[src/rtl/jamma_joy_scan.sv]
// JAMMA two-player joystick scanner: drives the splitter select, debounces both players
// and the coin switches, and stretches each coin press into a fixed-width active-low pulse.
module jamma_joy_scan #(
    parameter int unsigned SETTLE   = 4,
    parameter int unsigned DB_SCANS = 4,
    parameter logic [23:0] COIN_LEN = 24'd1200000
) (
    input  logic       clk_12,
    input  logic       RESET_L,
    input  logic [7:0] JJOY,
    input  logic [5:0] JOYSTICK,
    input  logic [1:0] JCOIN,
    output logic       JSELECT,
    output logic [7:0] joystick1,
    output logic [7:0] joystick2,
    output logic [1:0] coin_out,
    output logic       scan_tick
);

    localparam int unsigned WaitW = $clog2(SETTLE);
    localparam logic [WaitW-1:0] WaitLast = WaitW'(SETTLE - 1);
    localparam logic [2:0] DbLimit = 3'(DB_SCANS);

    typedef enum logic [1:0] {StP1Wait, StP1Sample, StP2Wait, StP2Sample} scan_state_e;

    scan_state_e      state_q, state_d;
    logic [WaitW-1:0] wait_q, wait_d;
    logic             jselect_q, jselect_d;
    logic             scan_tick_q, scan_tick_d;
    logic             samp1, samp2;

    logic [7:0]        jjoy_s1_q, jjoy_s2_q;
    logic [1:0]        coin_s1_q, coin_s2_q;
    logic [7:0]        joy1_q, joy1_d, joy2_q, joy2_d;
    logic [1:0]        coin_db_q, coin_db_d;
    logic [7:0][2:0]   cnt1_q, cnt1_d, cnt2_q, cnt2_d;
    logic [1:0][2:0]   cntc_q, cntc_d;
    logic [1:0][23:0]  pulse_q, pulse_d;
    logic [7:0]        p1_smp;

    // Returns {new output bit, new counter} for one debounce step.
    function automatic logic [3:0] db_step(input logic smp, input logic cur,
                                           input logic [2:0] cnt);
        logic [2:0] inc;
        inc = cnt + 3'd1;
        if (smp == cur) begin
            return {cur, 3'd0};
        end else if (inc == DbLimit) begin
            return {smp, 3'd0};
        end else begin
            return {cur, inc};
        end
    endfunction

    always_ff @(posedge clk_12) begin
        if (!RESET_L) begin
            state_q     <= StP1Wait;
            wait_q      <= '0;
            jselect_q   <= 1'b0;
            scan_tick_q <= 1'b0;
        end else begin
            state_q     <= state_d;
            wait_q      <= wait_d;
            jselect_q   <= jselect_d;
            scan_tick_q <= scan_tick_d;
        end
    end

    always_comb begin
        state_d = state_q;
        wait_d  = '0;
        unique case (state_q)
            StP1Wait: begin
                if (wait_q == WaitLast) state_d = StP1Sample;
                else                    wait_d  = wait_q + 1'b1;
            end
            StP1Sample: state_d = StP2Wait;
            StP2Wait: begin
                if (wait_q == WaitLast) state_d = StP2Sample;
                else                    wait_d  = wait_q + 1'b1;
            end
            StP2Sample: state_d = StP1Wait;
            default:    state_d = StP1Wait;
        endcase
    end

    always_comb begin
        jselect_d   = (state_d == StP2Wait) || (state_d == StP2Sample);
        scan_tick_d = (state_q == StP2Sample);
        samp1       = (state_q == StP1Sample);
        samp2       = (state_q == StP2Sample);
    end

    assign p1_smp = jjoy_s2_q & {2'b11, JOYSTICK};

    always_comb begin
        joy1_d    = joy1_q;
        joy2_d    = joy2_q;
        coin_db_d = coin_db_q;
        cnt1_d    = cnt1_q;
        cnt2_d    = cnt2_q;
        cntc_d    = cntc_q;
        pulse_d   = pulse_q;
        if (samp1) begin
            for (int i = 0; i < 8; i++) begin
                {joy1_d[i], cnt1_d[i]} = db_step(p1_smp[i], joy1_q[i], cnt1_q[i]);
            end
        end
        if (samp2) begin
            for (int i = 0; i < 8; i++) begin
                {joy2_d[i], cnt2_d[i]} = db_step(jjoy_s2_q[i], joy2_q[i], cnt2_q[i]);
            end
            for (int i = 0; i < 2; i++) begin
                {coin_db_d[i], cntc_d[i]} = db_step(coin_s2_q[i], coin_db_q[i], cntc_q[i]);
            end
        end
        // A falling debounced coin only loads an idle stretcher; active pulses are not extended.
        for (int i = 0; i < 2; i++) begin
            if (pulse_q[i] != 24'd0) begin
                pulse_d[i] = pulse_q[i] - 24'd1;
            end else if (coin_db_q[i] && !coin_db_d[i]) begin
                pulse_d[i] = COIN_LEN;
            end
        end
    end

    always_ff @(posedge clk_12) begin
        if (!RESET_L) begin
            jjoy_s1_q <= '1;
            jjoy_s2_q <= '1;
            coin_s1_q <= '1;
            coin_s2_q <= '1;
            joy1_q    <= 8'hFF;
            joy2_q    <= 8'hFF;
            coin_db_q <= 2'b11;
            cnt1_q    <= '0;
            cnt2_q    <= '0;
            cntc_q    <= '0;
            pulse_q   <= '0;
        end else begin
            jjoy_s1_q <= JJOY;
            jjoy_s2_q <= jjoy_s1_q;
            coin_s1_q <= JCOIN;
            coin_s2_q <= coin_s1_q;
            joy1_q    <= joy1_d;
            joy2_q    <= joy2_d;
            coin_db_q <= coin_db_d;
            cnt1_q    <= cnt1_d;
            cnt2_q    <= cnt2_d;
            cntc_q    <= cntc_d;
            pulse_q   <= pulse_d;
        end
    end

    assign JSELECT     = jselect_q;
    assign scan_tick   = scan_tick_q;
    assign joystick1   = joy1_q;
    assign joystick2   = joy2_q;
    assign coin_out[0] = (pulse_q[0] == 24'd0);
    assign coin_out[1] = (pulse_q[1] == 24'd0);

endmodule
[config.mk]
export PLATFORM = sky130hd
export DESIGN_NAME = jamma_joy_scan
export DESIGN_NICKNAME = d
export VERILOG_FILES = /design/src/rtl/jamma_joy_scan.sv
export SDC_FILE = /design/constraint.sdc
export NUM_CORES = 1
export LEC_CHECK = 0
export ABC_AREA = 0
export ABC_CLOCK_PERIOD_IN_PS = 3300
export BUFFER_PORTS_ARGS = -buffer_cell sky130_fd_sc_hd__buf_2
export CORE_MARGIN = 2
export CORE_UTILIZATION = 45
export DETAILED_ROUTE_END_ITERATION = 10
export PLACE_DENSITY = 0.61
export SLEW_MARGIN = 5
export SYNTH_ARGS = -nofsm -noshare
export SYNTH_HDL_FRONTEND = slang
export SYNTH_SLANG_ARGS = --single-unit
[constraint.sdc]
create_clock -name clk_12 -period 3.3 [get_ports clk_12]
set_input_delay 0.825 -clock clk_12 [delete_from_list [all_inputs] [get_ports clk_12]]
set_output_delay 0.825 -clock clk_12 [all_outputs]
set_load 0.01 [all_outputs]
== Yosys cells after proc, flatten, opt, wreduce, memory -nomap -nowiden ==
Cells that the tools add are included.
Word-level totals
  flip-flop bits (word level): 146
  input port bits: 18
  output and inout port bits: 20
  logic and storage cells: 201
Cells by class
  $add $sub $neg: 21
  eq/ne operators: 42
  multiplexer cells: 44
  bitwise logic cells: 19
  reductions and logical operators: 30
Operator list (number)
  24-bit 2-to-1 mux: 4
  3-bit 2-to-1 mux: 32
  3-bit by 1-bit adder with 3-bit output, second input constant: 18
  3-bit equality test, second input constant: 18
  24-bit logical NOT: 2
  3-bit AND reduction: 16
  24-bit nonzero test: 2
  24-bit by 1-bit subtractor with 24-bit output, second input constant: 2
  1-bit equality test: 18
  1-bit inverter: 18
  4-bit 2-to-1 mux: 4
  2-bit equality test, second input constant: 5
  8-bit AND: 1
  2-bit case mux with 4 select lines: 1
  2-bit 2-to-1 mux: 3
  2-bit nonzero test: 2
  3-bit OR reduction: 1
  2-bit by 1-bit adder with 2-bit output, second input constant: 1
  2-bit by 1-bit equality test with 1-bit output, second input constant: 1
  1-bit logical AND: 2
  1-bit logical NOT: 2
  2-bit logical NOT: 1
  2-bit OR reduction: 1
  1-bit logical OR: 1

== Longest topological paths before layout ==
  depth after elaboration: 9
  gate-level depth with buffers: 11
  mapped depth without buffers: 8

== Worst setup path after synthesis ==
Ideal clock, no wire load.
  path kind: reg2out
  from: register pulse_q[14] (netlist bit)
  to: output coin_out[0]
  arrival time: 2.227 ns
  required time: 2.475 ns
  setup slack: 0.248 ns
  stages on the path, launching flop included: 8
  cell sequence: dfxtp_1 > or4_4 > or4_4 > buf_6 > or3_1 > buf_6 > clkinv_4 > buf_12
Between the ends
  cells in the longest elaborated chain, start to end: 1
Ends and longest elaborated chain
  from (decl): line 38  | logic [1:0][23:0] pulse_q, pulse_d;
  from (signal assigned): line 151  | pulse_q <= pulse_d;
  24-bit logical NOT: line 159  | assign coin_out[0] = (pulse_q[0] == 24'd0);
  to (decl): line 16  | output logic [1:0] coin_out,
No other way between the ends.

== Worst setup path after layout ==
  from: register pulse_q[15] (netlist bit)
  to: output coin_out[0]
Same word-level chain as after synthesis.

==> results.json <==
{
  "status": "finished clean",
  "crit_arrival_ns": 2.43,
  "antenna_found_initial": 0,
  "crit_type": "reg -> out",
  "ctsHtreeMaxLevel": 4,
  "synth.most_common_cell": "dfxtp_1",
  "cts_buffers": 17,
  "remaining_drc_errors": 0,
  "first_pass_iters": 4,
  "grt_pass1_wl_mm": 24.16,
  "period_share_pct": 98.64,
  "p_leak_nw": 3.419,
  "portBuffers": 37,
  "vdd_drop_max_mv": 0.6634,
  "core_sq_um": 15030,
  "worstSetupStartpointType": "flop",
  "synth_edf_count": 0,
  "die_area_sq_um": 16240,
  "fp.dieH_um": 127.4,
  "setup_viol": 0,
  "grt_max_degree": 54,
  "postRouteAntennaNets": 0,
  "synth_flop_cell": "dfxtp_1",
  "layout.cells.non_filler": 1011,
  "ys_seq_area_share_pct": 42.34,
  "layout-drive-gt1-share_pct": 12.27,
  "avgSynthCellArea_sq_um": 8.915,
  "clk_path_buf_depth": 2,
  "hold_viol_final": 0,
  "synthArstFlopShare_pct": 0,
  "dpl.cell_count": 976,
  "finalSetupTns_ns": 0,
  "slew_violations": 0,
  "vias": 5514,
  "synth_area_leader_cell": "dfxtp_1",
  "reg2reg_slack_ns": 0.62,
  "powerDensity_nw_per_um2": 814.2,
  "antennaDiodeCount": 0,
  "max_cap_viol_count": 0,
  "root_buffer": "clkbuf_16",
  "drt_iter0_drc": 234,
  "rsz0062_at_grt": "yes",
  "cts.sinks": 145,
  "critical_path_peak_fanout": 6,
  "timing.clock.skew_ns": 0.007964,
  "grt_overflow": 0,
  "synthTopCellsByCount": "dfxtp_1, nand2_1, nor2_1",
  "cp.required_ns": 2.47,
  "start_util_pct": 45.60,
  "hold_path.class": "reg -> reg",
  "fill_cells": 1380,
  "synth.distinct_cells": 58,
  "syn_inst": 769,
  "path_clk_slew_ns": 0.06,
  "synth_seq_cells": 145,
  "yosys_warnings": 0,
  "io_pins": 38,
  "place_hpwl_mm": 9.557,
  "row_count": 45,
  "areaGrowthSynthToFinish_pct": 15.57,
  "yosys.area.top_type_share_pct": 42.34,
  "nets": 874,
  "clk_latency_ns": 0.42,
  "post_drt_wl_per_cell_um": 13.74,
  "syn_area_sq_um": 6855,
  "finalWirelength_mm": 13.89,
  "worstMarginPinSlew_ns": 0.9166,
  "grt_pass1_vias": 5382,
  "cp-end-kind": "output port",
  "hold_buffers": 0,
  "die_width_um": 127.4,
  "syn-num-nets": 833,
  "synthTopCellsByArea": "dfxtp_1, ha_1, nand2_1, nor2_1, xor2_1",
  "slew_headroom_pct": 38.38,
  "grt.total_usage_pct": 18.29,
  "finalCriticalPeriod_ns": 3.255,
  "cts_tree": "built",
  "fmax_mhz": 307.2,
  "via_per_inst": 5.454,
  "gp_congestion": 0.7844
}
==> cells in the final DEF (no fill, tap or decap), types with 21 or more instances in the layout <==
master and count:
o21ai_0 28, nor3_1 32, nand2_1 91, and2_1 27, xor2_1 33, buf_2 36
nor2_1 77, mux2i_1 21, dfxtp_1 143, nand2b_1 24, a21oi_1 42, ha_1 46
==> stage by stage <==
stage / total power [mW] / instance area (sq um) / hold slack (ns) / setup WS (ns) / utilization [%]
after global placement: 4.158 / 7217 / 0.3893 / 0.3481 / 48.01
after CTS: 6.393 / 7886 / 0.4052 / 0.006397 / 52.46
after detailed placement: 4.218 / 7217 / 0.3918 / 0.3311 / 48.01
final: 6.451 / 7923 / 0.4032 / 0.04503 / 52.70
after global routing: 6.900 / 7923 / 0.4207 / -0.01562 / 52.70
after floorplan: 3.818 / 6855 / 0.3863 / 0.2478 / -
==> metal layers <==
layer / vias to the layer above / share of wire (%) / track usage, %
met4: 0 / 2.3 / 7.822
met1: 2597 / 45 / 22.00
li1: 2803 / - / -
met3: 21 / 3.3 / 4.564
met5: - / 0 / 0
met2: 93 / 49 / 31.11
==> critical path, cell delays in order (launching register included) <==
cell and delay, ns:
dfxtp_2 0.33, or4_4 0.53, or4_4 0.58, or3_4 0.42, clkinv_4 0.06, buf_6 0.09
==> final cells by class <==
class                   count  area [sq um]  share of cell area (%)
multi-input cells         581          3764                   47.50
flip-flops and latches    145          2905                   36.67
clock buffers              23         488.0                   6.159
repair buffers             51         296.5                   3.743
well taps                 188         235.2                   2.969
clock inverters             9         176.4                   2.227
inverters                  14         57.56                  0.7265
==> where the power goes <==
group	switching, mW	leakage (nW)	internal [mW]
logic	1.14	1.91	0.903
registers	0.252	1.18	2.03
clock network	0.708	0.323	1.42
total	2.10	3.42	4.35
==> flip-flops by register name, indices dropped and copies added (netlist names) <==
signal / flops
jjoy_s1_q: 8
state_q: 2
wait_q: 2
coin_db_q: 2
coin_s2_q: 2
jjoy_s2_q: 8
joystick2: 8
cnt2_q: 24
cnt1_q: 24
coin_s1_q: 2
pulse_q: 48
scan_tick: 1
cntc_q: 6
joystick1: 8
==> timing repair <==
| action | CTS | global route |
|---|---|---|
| endpoints found under the setup margin | 1 | 1 |
| endpoints found under the hold margin | 0 | 0 |
| pin swaps | 1 | 3 |
| setup buffers | 0 | 3 |
| gates resized for setup | 1 | 4 |
==> final timing paths <==
check	startpoint	end	depth (start not counted)
setup / recovery	pulse_q[15]	coin_out[0]	5
hold / removal	jjoy_s1_q[7]	jjoy_s2_q[7]	1
setup reg to reg	pulse_q[24]	pulse_q[36]	7
hold reg to reg	jjoy_s1_q[7]	jjoy_s2_q[7]	1
==> logic make-up after synthesis <==
group | share of synthesized area (%)
AO/OA/AOI/OAI | 13.49
XOR/XNOR | 5.749
adder cells (fa/ha/maj) | 8.396
buffers and inverters | 2.902
flip-flops | 42.34
multiplexers | 3.066
AND/OR/NAND/NOR | 24.06
Power figures use the tool's default switching activity.
